## config.mk

```make
export PLATFORM = sky130hd
export DESIGN_NAME = matrix_stream_loader_flat
export DESIGN_NICKNAME = d
export VERILOG_FILES = /design/src/rtl/matrix_stream_loader_if.sv /design/src/rtl/matrix_stream_loader.sv /design/src/flat_wrapper.sv
export SDC_FILE = /design/constraint.sdc
export NUM_CORES = 1
export LEC_CHECK = 0
export CORE_AREA = 5 5 213 215
export DETAILED_ROUTE_END_ITERATION = 10
export DIE_AREA = 0 0 218 220
export PLACE_DENSITY_LB_ADDON = 0.08
export SYNTH_ARGS = -nofsm -noshare
export SYNTH_HDL_FRONTEND = slang
export SYNTH_SLANG_ARGS = --single-unit
```

## constraint.sdc

```tcl
create_clock -name clk -period 2.76 [get_ports clk]
set_clock_uncertainty 0.2 [all_clocks]
set_input_delay 0.276 -clock clk [delete_from_list [all_inputs] [get_ports clk]]
set_output_delay 0.276 -clock clk [all_outputs]
set_load 0.02 [all_outputs]
```

## src/rtl/matrix_stream_loader_if.sv

```systemverilog
// Byte-in / element-out streaming port of the matrix stream loader.
// Handshake: a transfer occurs on a rising clk edge where valid && ready are both high;
// the sender keeps data stable while valid is high and ready is low, and ready never depends on valid.
interface matrix_stream_loader_if;
  logic        in_valid;
  logic [7:0]  in_data;
  logic        in_ready;
  logic        out_valid;
  logic [15:0] out_data;
  logic        out_last;
  logic        out_ready;

  modport master (
    output in_valid, in_data, out_ready,
    input  in_ready, out_valid, out_data, out_last
  );

  modport slave (
    input  in_valid, in_data, out_ready,
    output in_ready, out_valid, out_data, out_last
  );
endinterface

```

## src/rtl/matrix_stream_loader.sv

```systemverilog
// Loads A and B for the matrix multiplier from a byte stream, starts it, waits for
// busy_M to complete a high/low cycle and streams the 16-bit products back out.
module matrix_stream_loader #(
  parameter int row = 4,
  parameter int col = 4
) (
  input  logic                     clk,
  input  logic                     n_reset,
  matrix_stream_loader_if.slave    strm,
  output logic [8*row*col-1:0]     out_A,
  output logic [8*row*col-1:0]     out_B,
  output logic                     opcode,
  input  logic                     busy_M,
  input  logic [16*row*col-1:0]    in_M,
  output logic                     busy_L,
  output logic [2:0]               dbg_state
);

  localparam int N  = row * col;
  localparam int IW = $clog2(N) + 1;
  localparam logic [IW-1:0] LAST_IDX = IW'(N - 1);

  typedef enum logic [2:0] {
    LOAD_A  = 3'd0,
    LOAD_B  = 3'd1,
    START   = 3'd2,
    WAIT_HI = 3'd3,
    WAIT_LO = 3'd4,
    UNLOAD  = 3'd5
  } state_t;

  state_t          state_q, state_d;
  logic [IW-1:0]   idx_q, idx_d;
  logic [8*N-1:0]  a_q, b_q;
  logic            a_we, b_we;
  logic            in_ready_c, out_valid_c, out_last_c;
  logic [15:0]     out_data_c;

  always_ff @(posedge clk or negedge n_reset) begin
    if (!n_reset) begin
      state_q <= LOAD_A;
      idx_q   <= '0;
    end else begin
      state_q <= state_d;
      idx_q   <= idx_d;
    end
  end

  always_comb begin
    state_d     = state_q;
    idx_d       = idx_q;
    in_ready_c  = 1'b0;
    out_valid_c = 1'b0;
    opcode      = 1'b0;
    a_we        = 1'b0;
    b_we        = 1'b0;
    case (state_q)
      LOAD_A: begin
        in_ready_c = 1'b1;
        if (strm.in_valid) begin
          a_we = 1'b1;
          if (idx_q == LAST_IDX) begin
            idx_d   = '0;
            state_d = LOAD_B;
          end else begin
            idx_d = idx_q + IW'(1);
          end
        end
      end
      LOAD_B: begin
        in_ready_c = 1'b1;
        if (strm.in_valid) begin
          b_we = 1'b1;
          if (idx_q == LAST_IDX) begin
            idx_d   = '0;
            state_d = START;
          end else begin
            idx_d = idx_q + IW'(1);
          end
        end
      end
      START: begin
        opcode  = 1'b1;
        state_d = WAIT_HI;
      end
      WAIT_HI: begin
        if (busy_M) state_d = WAIT_LO;
      end
      WAIT_LO: begin
        if (!busy_M) begin
          idx_d   = '0;
          state_d = UNLOAD;
        end
      end
      UNLOAD: begin
        out_valid_c = 1'b1;
        if (strm.out_ready) begin
          if (idx_q == LAST_IDX) begin
            idx_d   = '0;
            state_d = LOAD_A;
          end else begin
            idx_d = idx_q + IW'(1);
          end
        end
      end
      default: begin
        idx_d   = '0;
        state_d = LOAD_A;
      end
    endcase
  end

  // Operands persist across transactions; only reset or a new byte changes them.
  always_ff @(posedge clk or negedge n_reset) begin
    if (!n_reset) begin
      a_q <= '0;
      b_q <= '0;
    end else begin
      for (int k = 0; k < N; k++) begin
        if (a_we && idx_q == IW'(k)) a_q[k*8 +: 8] <= strm.in_data;
        if (b_we && idx_q == IW'(k)) b_q[k*8 +: 8] <= strm.in_data;
      end
    end
  end

  always_comb begin
    out_data_c = '0;
    if (state_q == UNLOAD) begin
      for (int k = 0; k < N; k++) begin
        if (idx_q == IW'(k)) out_data_c = in_M[k*16 +: 16];
      end
    end
  end

  assign out_last_c     = (state_q == UNLOAD) && (idx_q == LAST_IDX);
  assign strm.in_ready  = in_ready_c;
  assign strm.out_valid = out_valid_c;
  assign strm.out_data  = out_data_c;
  assign strm.out_last  = out_last_c;
  assign out_A          = a_q;
  assign out_B          = b_q;
  assign busy_L         = !((state_q == LOAD_A) && (idx_q == '0));
  assign dbg_state      = state_q;

endmodule
```

## src/flat_wrapper.sv

```systemverilog
// flat-port wrapper written by rule: the top's interface ports become plain ports
module matrix_stream_loader_flat 
#(
  parameter int row = 4,
  parameter int col = 4
)
  (clk, n_reset, out_A, out_B, opcode, busy_M, in_M, busy_L, dbg_state, strm_in_valid, strm_in_data, strm_out_ready, strm_in_ready, strm_out_valid, strm_out_data, strm_out_last);
  matrix_stream_loader_if strm_i ();
  input  logic clk;
  input  logic n_reset;
  output logic [8*row*col-1:0] out_A;
  output logic [8*row*col-1:0] out_B;
  output logic opcode;
  input  logic busy_M;
  input  logic [16*row*col-1:0] in_M;
  output logic busy_L;
  output logic [2:0] dbg_state;
  input wire logic [$bits(strm_i.in_valid)-1:0] strm_in_valid;
  input wire logic [$bits(strm_i.in_data)-1:0] strm_in_data;
  input wire logic [$bits(strm_i.out_ready)-1:0] strm_out_ready;
  output wire logic [$bits(strm_i.in_ready)-1:0] strm_in_ready;
  output wire logic [$bits(strm_i.out_valid)-1:0] strm_out_valid;
  output wire logic [$bits(strm_i.out_data)-1:0] strm_out_data;
  output wire logic [$bits(strm_i.out_last)-1:0] strm_out_last;
  assign strm_i.in_valid = strm_in_valid;
  assign strm_i.in_data = strm_in_data;
  assign strm_i.out_ready = strm_out_ready;
  assign strm_in_ready = strm_i.in_ready;
  assign strm_out_valid = strm_i.out_valid;
  assign strm_out_data = strm_i.out_data;
  assign strm_out_last = strm_i.out_last;
  matrix_stream_loader #(.row(row), .col(col)) u_core (.clk(clk), .n_reset(n_reset), .strm(strm_i), .out_A(out_A), .out_B(out_B), .opcode(opcode), .busy_M(busy_M), .in_M(in_M), .busy_L(busy_L), .dbg_state(dbg_state));
endmodule
```

==> results.md <==
* Setup WS post-layout at -0.837 ns
* Pin count of the biggest net entering global routing at 77
* Depth of the worst register-to-register path at 8
* Design area at 0.0221 mm2
* Max-Cap Viols at 0
* Final WL at 69,900 um
* First-pass DRT Iterations at 6
* CP startpoint kind: register
* Layout cells sized above 1 at 0.334
* Drt wl/cell at 28.5 um
* Post-Syn Instances at 1,148
* CTS Buf Count at 29
* Yosys cell types at 67
* Crit path arrival time at 3.12 ns
* DIE AREA at 0.0480 mm2
* # DRC at 0
* Violated checks: negative setup slack
* Die Wd at 218 um
* CTS clock-pin slew for the worst setup and hold paths at 0.06 ns
* Port bufs at 548
* Antenna-violating nets left at 0
* CP max-delay cell: dfrtp_1
* Vias in the first global route at 13,319
* H-tree depth at 1
* FFs w/ async S/R, synth at 1.00
* Register area share after synthesis at 0.505
* Yosys top cell by area: dfrtp_1
* First-pass GRT wire length at 98,200 um
* Synth Flop Type: dfrtp_1
* Avg Inst Size Synth at 11.4 um2
* Detailed-route via count at 12,773
* Clock Latency Late Sink at 0.54 ns
* VDD IR-drop max at 0.576 mV
* Final nets at 2,118
* Initial antenna violation count at 4
* RSZ-0062 raised after global routing: yes
* CTS Buffer Depth at 3
* Tcrit/Tclk final at 1.30
* Final core occ at 0.506
* Area delta synth->final at 68.6%
* Post-synth top cells: dfrtp_1, mux2_2, a21oi_1
* Routability cong. at 0.995
* Final-layout fill cell count at 4,041
* Final TNS setup at -11.94 ns
* Yosys top cell area share at 0.505
* Ports at 549
* Seq cells post-synth at 264
* Worst Tran Pin Value at 0.688 ns
* CP max FO at 20
* R2R Setup Slk at 0.11 ns
* Placed instance area at 0.0207 mm2
* Critical path class: reg2out
* Crit path cell chain: buf_4 -> ha_2 -> buf_4 -> buf_4 -> a21oi_1 -> o32ai_4 -> o221ai_2 -> a221oi_2 -> buf_4 -> o21ai_2 -> a21oi_2 -> buf_6
* Max Slew Vio Count at 0
* Power Density at 892 mW/mm2
* Vias per inst at 5.20
* Clock sink total at 264
* Reg-to-reg endpoint: u_core.out_B[17]
* P_leak at 9.68 nW
* Iter 0 DRT Violations at 660
* Fmax at 0.278 GHz
* Estimated wirelength of the detail-placed design at 55,000 um
* Ys Warns at 0
* CTS tree: built
* Placed cells at 2,396
* Final Critical Period at 3.60 ns
* Standard-cell rows at 77
* Hold Crit Class: in2async
* Most frequent CP cell: buf_4
* Fin cells at 2,455
* Slew margin rel. at 0.542
* Grt ovf at 0
* Reg-to-Reg Start: u_core.idx_q[0]
* Crit path largest cell delay at 0.36 ns
* EDFF count, synth at 0
* Syn nets at 1,421
* Initial Util at 0.300
* Setup violators final at 16
* Synthesized cell area at 0.0131 mm2
* CP required at 2.28 ns
* Final Hold Fails at 0
* Synth top area cells: dfrtp_1, mux2_2, a21oi_1
* CP Capture Type: primary output
* Die height at 220 um
* Root Buffer: clkbuf_16
* Count leader, synth: dfrtp_1
* Std-Cell Core Area at 0.0435 mm2
* Tot GR Track Use at 0.278
* Status: finished with violations
-- through the flow --
step                      total power, mW  setup slack, ns  hold slack, ns
after global placement               15.3           -0.874           0.114
final                                19.7           -0.837          0.0838
after detailed placement             15.3           -0.885           0.118
after global routing                 20.5           -0.903           0.157
after floorplan                      9.95          -0.0203          -0.220
after CTS                            19.7           -0.825           0.112
-- cells in the final DEF, fill, tap and decap left out, drive strengths merged, types with 4 or more instances in the layout --
cell	Yosys	routed
a22oi	15	15
clkinv	0	5
a221o	5	5
nand2b	9	9
nand2	63	63
a31oi	7	7
o32ai	12	12
ha	4	4
nand4b	5	5
o22a	5	5
nand3	17	17
nor2	58	58
a21oi	90	90
clkdlybuf4s50	0	529
a211oi	10	10
buf	29	231
o21ai	51	51
clkbuf	66	39
o22ai	19	19
nand3b	7	7
nor4bb	4	4
mux2	256	256
inv	25	26
nor3	18	18
or3	7	7
o221ai	20	20
dfrtp	264	264
a221oi	21	21
nor2b	8	8
nor3b	4	4
-- cells by family (layout without fill, tap and decap cells) --
| family | after synthesis | after routing | synth area share |
|---|---|---|---|
| AO/OA/AOI/OAI | 280 | 280 | 0.144 |
| adder cells (fa/ha/maj) | 4 | 4 | 0.00383 |
| buffers and inverters | 120 | 833 | 0.0379 |
| flip-flops | 264 | 264 | 0.505 |
| multiplexers | 256 | 256 | 0.220 |
| other | 0 | 2 | 0 |
| AND/OR/NAND/NOR | 224 | 224 | 0.0889 |
-- area by class of cell --
type / instances / area, um2 / share of cell area
repair buffers: 761 / 7250 / 0.329
clock inverters: 8 / 93.8 / 0.00425
inverters: 25 / 93.8 / 0.00425
flip-flops and latches: 264 / 6610 / 0.300
multi-input cells: 764 / 6470 / 0.293
diodes: 2 / 5.00 / 0.000227
well taps: 592 / 741 / 0.0336
clock buffers: 39 / 793 / 0.0360
-- power breakdown --
part | total (mW) | internal (mW) | switching (mW)
combinational | 10.6 | 5.07 | 5.52
clock | 3.69 | 2.18 | 1.51
sequential | 5.39 | 4.87 | 0.525
total | 19.7 | 12.1 | 7.56
-- metal layers --
metal  GRT usage  wire length [um]
met5           0                41
met2       0.480             34200
met1       0.348             28000
met3      0.0724              5560
met4      0.0749              2120
-- worst max-delay path: cells and delay by family (launching register included) --
family	cells	cell delay (ns)
buffers and inverters	5	0.99
AOI/OAI and AO/OA	6	0.90
DFF	1	0.36
adders and majority gates	1	0.31
-- state kept, by name, indices dropped and copies added, names as in the netlist --
| name | count |
|---|---|
| u_core.out_A | 128 |
| u_core.out_B | 128 |
| u_core.idx_q | 5 |
| u_core.dbg_state | 3 |
-- worst max-delay path by stage --
stage	from	end	slack, ns	cells past startpoint
6_report	u_core.idx_q[0]	strm_out_data[3]	-0.84	12
2_1_floorplan	u_core.idx_q[0]	strm_out_data[9]	-0.02	9
3_5_place_dp	u_core.idx_q[1]	strm_out_data[6]	-0.88	11
4_1_cts	u_core.idx_q[0]	strm_out_data[9]	-0.82	11
3_3_place_gp	u_core.idx_q[1]	strm_out_data[6]	-0.87	11
5_1_grt	u_core.idx_q[1]	strm_out_data[9]	-0.90	11
-- what timing repair did --
action,CTS,global route
endpoints found under the setup margin,19,29
buffers inserted,9,1
gates resized for setup,142,20
pin swaps,44,9
cloned,0,0
endpoints found under the hold margin,71,0
hold buffers,1,0
Power figures use the tool's default switching activity.
